[src/rtl/prog_freq_divider.sv]
`default_nettype none
// ============================================================================
// Module      : prog_freq_divider
// Description : Runtime-programmable frequency divider. Produces a slow clock
//               (toggle or duty-cycle mode) or a one-cycle tick (pulse mode)
//               from the system clock. New divisor/duty/mode settings are
//               staged in a shadow register and only take effect at a period
//               boundary (terminal count or sync_clear), so the output never
//               glitches mid-period.
// Revision    : 1.0 - initial release
// ============================================================================
module prog_freq_divider #(
   parameter int unsigned      WIDTH        = 32,
   parameter logic [WIDTH-1:0] DEFAULT_DIV  = WIDTH'(2500),
   parameter logic [WIDTH-1:0] DEFAULT_DUTY = WIDTH'(1250),
   parameter logic [1:0]       DEFAULT_MODE = 2'd0
) (
   input  logic             clock,
   input  logic             reset,
   input  logic             enable,
   input  logic             sync_clear,
   input  logic             div_load,
   input  logic [WIDTH-1:0] div_value,
   input  logic [WIDTH-1:0] duty_value,
   input  logic [1:0]       mode,
   output logic             div_ack,
   output logic             clk_div,
   output logic             tick,
   output logic [WIDTH-1:0] count
);

   // Mode encodings; 2'b11 is not decoded and therefore behaves as toggle.
   localparam logic [1:0] MODE_TOGGLE = 2'd0;
   localparam logic [1:0] MODE_PULSE  = 2'd1;
   localparam logic [1:0] MODE_DUTY   = 2'd2;

   // Period state
   logic [WIDTH-1:0] count_q,   count_d;
   logic             clk_div_q, clk_div_d;
   logic             tick_q,    tick_d;
   logic             div_ack_q, div_ack_d;

   // Settings currently governing the running period
   logic [WIDTH-1:0] active_div_q,  active_div_d;
   logic [WIDTH-1:0] active_duty_q, active_duty_d;
   logic [1:0]       active_mode_q, active_mode_d;

   // Staged settings waiting for the next period boundary
   logic [WIDTH-1:0] shadow_div_q,  shadow_div_d;
   logic [WIDTH-1:0] shadow_duty_q, shadow_duty_d;
   logic [1:0]       shadow_mode_q, shadow_mode_d;
   logic             pending_q,     pending_d;

   // Decoded control
   logic             tc;
   logic             load_ok;
   logic             apply;
   logic [WIDTH-1:0] src_div;
   logic [WIDTH-1:0] src_duty;
   logic [1:0]       src_mode;
   logic [WIDTH-1:0] eff_duty;
   logic [1:0]       eff_mode;
   logic [WIDTH-1:0] next_count;

   // Terminal count, apply decision and the settings that govern the next period
   always_comb begin
      tc         = enable && (count_q == active_div_q);
      // While disabled the shadow is frozen unless sync_clear consumes the load directly.
      load_ok    = div_load && (enable || sync_clear);
      apply      = (tc || sync_clear) && (pending_q || load_ok);
      // A load in the same cycle as the boundary bypasses the shadow.
      src_div    = load_ok ? div_value  : shadow_div_q;
      src_duty   = load_ok ? duty_value : shadow_duty_q;
      src_mode   = load_ok ? mode       : shadow_mode_q;
      // The register value produced at a wrap already belongs to the next period,
      // so it is computed with whichever settings govern that period.
      eff_duty   = apply ? src_duty : active_duty_q;
      eff_mode   = apply ? src_mode : active_mode_q;
      next_count = tc ? '0 : (count_q + WIDTH'(1));
   end

   // Next state of the counter and the registered outputs
   always_comb begin
      count_d   = count_q;
      clk_div_d = clk_div_q;
      tick_d    = 1'b0;
      div_ack_d = apply;
      if (sync_clear) begin
         count_d   = '0;
         clk_div_d = 1'b0;
         tick_d    = 1'b0;
      end else if (enable) begin
         count_d = next_count;
         tick_d  = tc;
         case (eff_mode)
            MODE_PULSE: clk_div_d = 1'b0;
            MODE_DUTY:  clk_div_d = (next_count < eff_duty);
            default:    clk_div_d = tc ? ~clk_div_q : clk_div_q;
         endcase
      end
   end

   // Next state of the shadow and active settings
   always_comb begin
      shadow_div_d  = shadow_div_q;
      shadow_duty_d = shadow_duty_q;
      shadow_mode_d = shadow_mode_q;
      pending_d     = pending_q;
      active_div_d  = active_div_q;
      active_duty_d = active_duty_q;
      active_mode_d = active_mode_q;
      if (load_ok) begin
         // Later loads simply overwrite earlier ones: last wins.
         shadow_div_d  = div_value;
         shadow_duty_d = duty_value;
         shadow_mode_d = mode;
         pending_d     = 1'b1;
      end
      if (apply) begin
         active_div_d  = src_div;
         active_duty_d = src_duty;
         active_mode_d = src_mode;
         pending_d     = 1'b0;
      end
   end

   // State registers with synchronous active-low reset to the default settings
   always_ff @(posedge clock) begin
      if (!reset) begin
         count_q       <= '0;
         clk_div_q     <= 1'b0;
         tick_q        <= 1'b0;
         div_ack_q     <= 1'b0;
         pending_q     <= 1'b0;
         active_div_q  <= DEFAULT_DIV;
         active_duty_q <= DEFAULT_DUTY;
         active_mode_q <= DEFAULT_MODE;
         shadow_div_q  <= DEFAULT_DIV;
         shadow_duty_q <= DEFAULT_DUTY;
         shadow_mode_q <= DEFAULT_MODE;
      end else begin
         count_q       <= count_d;
         clk_div_q     <= clk_div_d;
         tick_q        <= tick_d;
         div_ack_q     <= div_ack_d;
         pending_q     <= pending_d;
         active_div_q  <= active_div_d;
         active_duty_q <= active_duty_d;
         active_mode_q <= active_mode_d;
         shadow_div_q  <= shadow_div_d;
         shadow_duty_q <= shadow_duty_d;
         shadow_mode_q <= shadow_mode_d;
      end
   end

   assign count   = count_q;
   assign clk_div = clk_div_q;
   assign tick    = tick_q;
   assign div_ack = div_ack_q;

endmodule
`default_nettype wire

[config.mk]
export PLATFORM = sky130hd
export DESIGN_NAME = prog_freq_divider
export DESIGN_NICKNAME = d
export VERILOG_FILES = /design/src/rtl/prog_freq_divider.sv
export SDC_FILE = /design/constraint.sdc
export NUM_CORES = 1
export LEC_CHECK = 0
export CAP_MARGIN = 20
export CORE_MARGIN = 5
export CORE_UTILIZATION = 55
export DETAILED_ROUTE_END_ITERATION = 16
export PLACE_DENSITY = 0.78
export SLEW_MARGIN = 20
export SYNTH_ARGS = -nofsm -noshare
export SYNTH_HDL_FRONTEND = slang
export SYNTH_SLANG_ARGS = --single-unit
[constraint.sdc]
create_clock -name clock -period 6 [get_ports clock]
set_clock_uncertainty 0.1 [all_clocks]
set_input_delay 1.2 -clock clock [delete_from_list [all_inputs] [get_ports clock]]
set_output_delay 1.2 -clock clock [all_outputs]
set_load 0.02 [all_outputs]
==> key figures, run 1 <==
Detailed routing
  – Vias per cell: 5.64
  – Highest metal used: met4
  – Drt first pass iters: 5
  – Met1 wire length: 8.49 mm
  – Vias: 6356
  – Starting DRT DRC Count: 560
  – Metal3 WL: 1.32 mm
  – ANT nets after route: 0
  – WL met2: 8.59 mm
  – Post-route DRC violation count: 0
  – WL final: 19.0 mm
  – WL per Instance: 16.8 um

Die
  – Die height: 131 um
  – Num ports: 106
  – Site Rows: 44
  – Core area: 0.0145 mm^2
  – Starting Density: 55.7%
  – Die Wd: 131 um
  – Die area: 0.0172 mm^2

Min path
  – Class of the worst hold path: register to register
  – Hold Path End: shadow_div_q[2]
  – WHS Path Cells: 2
  – Min-delay src: shadow_div_q[2]

Power
  – Pleak: 4.06 nW
  – Sw frac: 24.0%
  – P_int: 2.02 mW
  – Logic pwr share: 11.9%
  – Maximum VDD drop: 164 uV
  – Seq pwr share: 45.0%
  – Clock share of power: 43.1%
  – Pwr Density: 272 mW/mm^2
  – NetSw: 0.637 mW
  – Pwr Total: 2.66 mW

Synthesis
  – Xor and xnor area share after synthesis: 6.73%
  – Distinct cell type count after synthesis: 51
  – Post-Syn Area: 0.00806 mm^2
  – Post-synth top cells: dfxtp_1, nor2_1, mux2i_1
  – Combinational family with the most area after synthesis: simple AND/OR/NAND/NOR gates
  – Most numerous cell in the Yosys netlist: dfxtp_1
  – Post-synth EDFFs: 0
  – Synthesized Nets: 957
  – Synth warn: 0
  – Synth area leader: dfxtp_1
  – Share of the synthesized area in the top cell type: 41.7%
  – Post-synthesis register bit count: 168
  – Cell count after synthesis: 852
  – Adder-Cell Fraction of Synth Area: 5.28%
  – Top_reg_cell synth: dfxtp_1
  – Ys async rst share: 0%
  – Syn avg cell area: 9.46 um^2
  – Proportion of synthesized area in mux cells: 14.3%
  – Synth Area in Compound Gates: 9.12%
  – Post-Synth Simple-Gate Area: 18.6%
  – Sequential fraction of the synthesis area: 41.7%
  – Synth area leaders: dfxtp_1, mux2i_1, nor2_1

Global routing
  – Overflow after GRT: 0
  – GRT Overall Usage: 22.8%
  – Largest net degree at the start of global routing: 92
  – Antenna violations before repair: 0
  – Via count of the first global-routing pass: 5983
  – First-pass GRT wire length: 30.5 mm

Finish
  – N_diodes: 0
  – Synthesis-to-layout area growth: 21.1%
  – Layout cells sized above 1: 11.1%
  – Non-filler cells, final: 1127
  – Layout net count: 1036

Timing
  – Setup WS post-layout: 1.24 ns
  – Crit path time final: 4.76 ns
  – Final setup violation count: 0
  – Fin. Hold Viols: 0
  – Fin Hold WS: 0.374 ns
  – RSZ-0062 raised after global routing: no
  – Slew HR: 31.4%
  – Maximum clock rate: 210 MHz
  – Tcrit/Tclk final: 79.4%
  – Slew Viols, Final: 0
  – Setup TNS: 0 ns
  – Slew @ Worst Pin: 1.03 ns

Critical path
  – CP arrival: 5.02 ns
  – WS Path Type: register to register
  – Crit path max fanout: 35
  – CP required: 6.26 ns
  – Crit Reg-Reg Endpoint: clk_div
  – Worst r2r src: count[11]
  – R2R Setup Slk: 1.24 ns
  – CP startpoint kind: register
  – Crit. End Element: register
  – FF-to-FF path depth: 14

Clock network
  – Post-CTS setup buffers: 0
  – Clock Latency Late Sink: 0.43 ns
  – CTS tree: built
  – Buffer depth of the longest clock path: 2
  – H-tree levels: 4
  – CTS clock-pin slew for the worst setup and hold paths: 0.07 ns
  – CTS Hold Buffers Added: 0
  – Cts repair resizes: 0
  – CTS root buf: clkbuf_16
  – CTS sink cnt: 168
  – CTS buffer count: 17

Status
  – Status: finished clean

Placed design
  – Dpl hpwl: 13.4 mm
  – Placement Setup Slack: 0.912 ns
  – Routability cong.: 0.970
  – DP Cell Count: 1096
  – IO Port Bufs: 105

Job
  – Max-cap violations: 0
==> critical path, cell delays in order (launching register included) <==
cell and delay [ns]:
dfxtp_1 0.51, xor2_1 0.13, or4_1 0.52, or4_4 0.45, nor4_4 0.41, o21a_4 0.60, mux2i_1 0.33, ha_1 0.27
o21a_1 0.18, nor2_1 0.20, nor3_1 0.08, o31ai_1 0.37, a21oi_1 0.12, nor4_1 0.28, o2bb2ai_1 0.14
==> worst max path at each step <==
stage	start	to	slack (ns)	cells after the start
after floorplan	enable	clk_div	1.88	13
after detailed placement	enable	clk_div	0.91	13
after CTS	count[11]	clk_div	1.27	14
after global placement	enable	clk_div	1.06	13
after global routing	count[11]	clk_div	0.99	14
final	count[11]	clk_div	1.24	14
==> logic make-up (layout without fill, tap and decap cells) <==
logic type / count (synthesis) / count (layout)
XOR/XNOR: 62 / 62
AND/OR/NAND/NOR: 317 / 317
flip-flops: 168 / 168
AO/OA/AOI/OAI: 97 / 97
buffers and inverters: 63 / 154
multiplexers: 111 / 111
adder cells (fa/ha/maj): 34 / 34
==> state kept, by name, indices dropped and copies added (netlist names), 2 cells and up <==
register / flops
shadow_mode_q: 2
active_div_q: 32
shadow_div_q: 32
count: 32
active_mode_q: 2
active_duty_q: 32
shadow_duty_q: 32
==> cells in the final DEF (no fill, tap or decap), types with 4 or more instances in the layout <==
cell,instances
o31ai_1,12
o21ai_0,13
a31o_2,4
and2_1,29
xor2_1,45
o211ai_1,5
nor4_1,11
nand2_1,40
and3_1,6
inv_1,8
a21oi_1,13
xnor2_1,17
and4_1,4
clkbuf_8,4
a211oi_2,14
nor3_1,12
clkbuf_16,17
nor2_1,155
nand3_1,27
buf_4,8
dfxtp_1,168
clkdlybuf4s50_1,105
mux2_2,33
nand4_1,10
or4_1,4
ha_1,34
a211oi_1,19
or2_2,5
mux2i_1,78
==> layer usage <==
metal	GRT usage, %	vias up
li1	-	3125
met1	30.7	2971
met2	35.3	214
met3	4.70	46
met4	10.4	0
met5	0	-
==> per-stage QoR <==
step,util [%],area [um^2]
after floorplan,-,8060
after global placement,63.1,9140
after detailed placement,63.1,9140
after CTS,67.4,9760
after global routing,67.4,9760
final,67.4,9760
==> area by class of cell <==
type / count / area, um^2
Clock buffer: 21 / 480
Sequential cell: 168 / 3360
Fill cell: 1205 / 4720
Tap cell: 184 / 230
Clock inverter: 10 / 144
Timing Repair Buffer: 114 / 1130
Multi-Input combinational cell: 621 / 4380
Inverter: 9 / 33.8
==> power by group through the flow <==
| stage | clock [mW] | combinational (mW) | sequential [mW] |
|---|---|---|---|
| after detailed placement | 0 | 0.311 | 1.22 |
| after global placement | 0 | 0.305 | 1.22 |
| after CTS | 1.16 | 0.316 | 1.20 |
| final | 1.14 | 0.316 | 1.20 |
| after floorplan | 0 | 0.224 | 1.21 |
| after global routing | 1.21 | 0.349 | 1.20 |
(Power assumes the default switching activity.)
==> run 2, diff against run 1 <==
Clock period 6 ns to 5 ns, I/O delays scaled along.
==> run 2 against run 1 <==
Against the previous run:
- register-to-register slack lost 0.68 ns
- cell count grew 0.71%
- largest power group unchanged
- critical endpoint unchanged
- wire length shrank 0.15%
==> key figures, run 2 (synthesis gave the netlist of run 1 again) <==
Status
  – Status: finished clean

Finish
  – Commonest non-fill, non-tap cells in the layout: dfxtp_1, nor2_1, clkdlybuf4s50_1
  – Most common cell after layout, fill and taps aside: dfxtp_1
  – Layout net count: 1043
  – Layout cells sized above 1: 11.9%
  – N_diodes: 0
  – Synthesis-to-layout area growth: 21.0%
  – Post-layout util: 67.4%
  – # fillers: 1206

Global routing
  – Via count of the first global-routing pass: 5943
  – GRT Overall Usage: 22.7%
  – Antenna violations before repair: 0
  – Largest net degree at the start of global routing: 92
  – First-pass GRT wire length: 30.3 mm
  – Overflow after GRT: 0

Detailed routing
  – ANT nets after route: 0
  – WL final: 19.0 mm
  – Post-route DRC violation count: 0
  – WL per Instance: 16.7 um
  – Drt first pass iters: 5
  – Vias: 6321
  – Starting DRT DRC Count: 447
  – Vias per cell: 5.57

Placed design
  – IO Port Bufs: 105
  – Dpl hpwl: 13.5 mm
  – Routability cong.: 0.955
  – Placement Setup Slack: 0.347 ns

Timing
  – Slew Viols, Final: 0
  – Setup TNS: 0 ns
  – Final setup violation count: 0
  – Fin Hold WS: 0.377 ns
  – Crit path time final: 4.44 ns
  – Setup WS post-layout: 0.561 ns
  – Maximum clock rate: 225 MHz
  – Fin. Hold Viols: 0
  – RSZ-0062 raised after global routing: no
  – Slew @ Worst Pin: 1.02 ns
  – Tcrit/Tclk final: 88.8%
  – Slew HR: 31.4%

Die
  – Starting Density: 55.7%
  – Site Rows: 44
  – Die height: 131 um
  – Die area: 0.0172 mm^2
  – Die Wd: 131 um
  – Num ports: 106
  – Core area: 0.0145 mm^2

Clock network
  – H-tree levels: 4
  – Cts repair resizes: 0
  – CTS buffer count: 17
  – CTS Hold Buffers Added: 0
  – CTS clock-pin slew for the worst setup and hold paths: 0.06 ns
  – CTS sink cnt: 168
  – Clock Latency Late Sink: 0.43 ns
  – Post-CTS setup buffers: 0
  – CTS tree: built
  – Buffer depth of the longest clock path: 2
  – CTS root buf: clkbuf_16

Critical path
  – Crit. End Element: register
  – Crit path max fanout: 25
  – CP most frequent cell: nand3_1
  – CP arrival: 4.65 ns
  – Critical-path top delay cell: or4_1
  – Worst Setup SP: count[11]
  – Crit-path cells: xor2_1 > or4_1 > or4_4 > nor4_4 > o21a_4 > buf_4 > mux2i_1 > ha_1 > nand3_1 > nor2_1 > nand3_1 > nor4_1 > o31ai_1 > o2bb2ai_1
  – CP required: 5.21 ns
  – Worst r2r src: count[11]
  – CP max stage delay: 0.52 ns
  – CP startpoint kind: register
  – WS Path Type: register to register

Power
  – Maximum VDD drop: 247 uV
  – Pwr Total: 3.07 mW
  – Pleak: 4.07 nW
  – Pwr Density: 315 mW/mm^2

Min path
  – Class of the worst hold path: register to register
  – Min-delay src: active_duty_q[6]

Job
  – Max-cap violations: 0
[run 2: critical path, delay by kind of cell (launching register included)]
kind                     cells  cell delay (ns)
XOR/XNOR                     1             0.11
AO/OA/AOI/OAI                3             0.75
multiplexers                 1             0.31
buffers and inverters        1             0.33
AND/OR/NAND/NOR              7             2.05
adder cells (fa/ha/maj)      1             0.20
flip-flops                   1             0.46
[run 2: power breakdown]
part | switching [mW] | internal, mW
Combinational | 0.199 | 0.182
Clock | 0.522 | 0.735
Sequential | 0.0279 | 1.41
[run 2: path summary, 6_finish.rpt]
kind	end	slack, ns	cells past startpoint
setup / recovery	clk_div	0.56	14
hold / removal	active_duty_q[6]	0.38	2
setup reg to reg	clk_div	0.56	14
hold reg to reg	active_duty_q[6]	0.38	2
[run 2: area by class of cell]
| class | count | area, um^2 | area share (%) |
|---|---|---|---|
| Clock inverter | 11 | 96.3 | 0.988 |
| Clock buffer | 21 | 480 | 4.93 |
| Inverter | 9 | 33.8 | 0.346 |
| Timing Repair Buffer | 121 | 1170 | 12.0 |
| Tap cell | 184 | 230 | 2.36 |
| Multi-Input combinational cell | 621 | 4380 | 44.9 |
| Sequential cell | 168 | 3360 | 34.5 |
[run 2: per-layer routing]
layer  track usage, %  up-vias  part of all wire, %
met2             35.7      186                   46
met1             30.5     2958                   46
met5                0        -                    0
met3             5.63       29                  6.5
li1                 -     3148                    -
met4             8.11        0                  2.1
[run 2: per-stage QoR]
stage / instances / area (um^2)
floorplan: 852 / 8060
global route: 1135 / 9750
CTS: 1135 / 9750
global placement: 1103 / 9180
detailed placement: 1103 / 9180
finish: 1135 / 9750
==> run 3, diff against run 2 <==
Settings changed: CORE_MARGIN 5 to unset.
==> run 3 against run 2 <==
Against the previous run:
- worst hold slack worse by 0.0040 ns
- first-iteration DRC count is 9.8% lower
- sequential power is essentially flat
- largest power group unchanged
- cell count shrank 0.53%
- total power grew 5.5%
- register-to-register slack worse by 0.04 ns
- global-route usage increased by 3.1 points
- utilization rose by 2.4 points
- non-clock buffer count is the same
==> key figures, run 3 (synthesis gave the netlist of run 1 again) <==
Status
  – Status: finished clean

Timing
  – RSZ-0062 raised after global routing: no
  – Slew Viols, Final: 0
  – Final setup violation count: 0
  – Fin. Hold Viols: 0
  – Setup TNS: 0 ns
  – Crit path time final: 4.48 ns
  – Slew HR: 34.2%
  – Fin Hold WS: 0.373 ns
  – Slew @ Worst Pin: 0.981 ns
  – Maximum clock rate: 223 MHz
  – Tcrit/Tclk final: 89.6%

Power
  – Pleak: 4.12 nW
  – Pwr Density: 329 mW/mm^2
  – Maximum VDD drop: 385 uV

Finish
  – Most common cell after layout, fill and taps aside: dfxtp_1
  – # fillers: 1106
  – Synthesis-to-layout area growth: 22.0%
  – Layout cells sized above 1: 11.5%
  – Commonest non-fill, non-tap cells in the layout: dfxtp_1, nor2_1, clkdlybuf4s50_1
  – Layout net count: 1043
  – Non-filler cells, final: 1129
  – N_diodes: 0

Clock network
  – Cts repair resizes: 0
  – Clock Latency Late Sink: 0.43 ns
  – H-tree levels: 4
  – CTS root buf: clkbuf_16
  – CTS sink cnt: 168
  – Post-CTS setup buffers: 0
  – CTS Hold Buffers Added: 0
  – CTS clock-pin slew for the worst setup and hold paths: 0.06 ns
  – CTS buffer count: 17
  – CTS tree: built
  – Buffer depth of the longest clock path: 2

Global routing
  – Antenna violations before repair: 0
  – Via count of the first global-routing pass: 5882
  – Largest net degree at the start of global routing: 60
  – GRT Overall Usage: 25.9%
  – First-pass GRT wire length: 29.7 mm
  – Overflow after GRT: 0

Critical path
  – Worst r2r src: count[11]
  – CP startpoint kind: register
  – CP arrival: 4.69 ns
  – Crit path max fanout: 16
  – R2R Setup Slk: 0.52 ns
  – CP required: 5.21 ns
  – WS Path Type: register to register
  – Worst Setup SP: count[11]
  – Crit. End Element: register

Die
  – Core area: 0.0141 mm^2
  – Die area: 0.0151 mm^2
  – Num ports: 106
  – Die Wd: 123 um
  – Starting Density: 57.2%
  – Die height: 123 um
  – Site Rows: 43

Placed design
  – Dpl hpwl: 13.3 mm
  – IO Port Bufs: 105
  – DP Cell Count: 1099
  – Routability cong.: 0.933

Detailed routing
  – Starting DRT DRC Count: 403
  – Vias: 6313
  – Post-route DRC violation count: 0
  – Vias per cell: 5.59
  – WL per Instance: 16.4 um
  – Drt first pass iters: 6
  – ANT nets after route: 0
  – WL final: 18.5 mm

Min path
  – Class of the worst hold path: register to register
  – Min-delay src: shadow_div_q[6]

Job
  – Max-cap violations: 0
[run 3: changes by cell type in the layout (fill, tap and decap cells not counted), moves of 2 or more]
cell,before,now
buf_4,16,14
clkbuf_1,0,2
clkinv_2,4,2
clkinvlp_4,5,0
bufinv_16,1,5
buf_12,0,2
[run 3: stage by stage]
step	setup slack, ns	total power, mW	area (um^2)	util [%]
2_1_floorplan	0.925	1.73	8060	-
3_3_place_gp	0.578	1.84	9200	65.2
3_5_place_dp	0.438	1.84	9200	65.2
4_1_cts	0.505	3.26	9840	69.8
5_1_grt	0.229	3.36	9840	69.8
6_report	0.521	3.24	9840	69.8
[run 3: where the power goes]
group	internal (mW)	leakage, nW	switching (mW)	total (mW)
Combinational	0.184	2.43	0.200	0.384
Clock	0.919	0.316	0.503	1.42
Sequential	1.41	1.37	0.0278	1.43
[run 3: routing by layer]
layer	vias to the layer above	wire [um]	track usage [%]
met4	0	485	10.8
met5	-	0	0
met2	203	8320	40.2
li1	3137	-	-
met3	38	995	6.41
met1	2935	8700	34.3
[run 3: layout make-up]
type | instances | area, um^2 | share of cell area (%)
Multi-Input combinational cell | 621 | 4380 | 44.5
Clock buffer | 22 | 474 | 4.82
Clock inverter | 8 | 169 | 1.72
Tap cell | 180 | 225 | 2.29
Sequential cell | 168 | 3360 | 34.2
Timing Repair Buffer | 121 | 1200 | 12.2
Inverter | 9 | 33.8 | 0.343
[run 3: critical path, cell delays in order, from the launching register on]
cell and delay [ns]:
dfxtp_1 0.48, xor2_1 0.13, or4_1 0.54, or4_4 0.44, nor4_4 0.44, o21a_4 0.36
buf_12 0.22, mux2i_1 0.29, ha_1 0.22, nand4_1 0.10, nor2_1 0.14, and3_1 0.21
nand3_1 0.10, nor4_1 0.32, o31ai_1 0.13, o2bb2ai_1 0.14
[run 3: final timing paths]
kind                     endpoint  cells after the start
setup / recovery          clk_div                     15
hold / removal    shadow_div_q[6]                      2
setup reg to reg          clk_div                     15
hold reg to reg   shadow_div_q[6]                      2
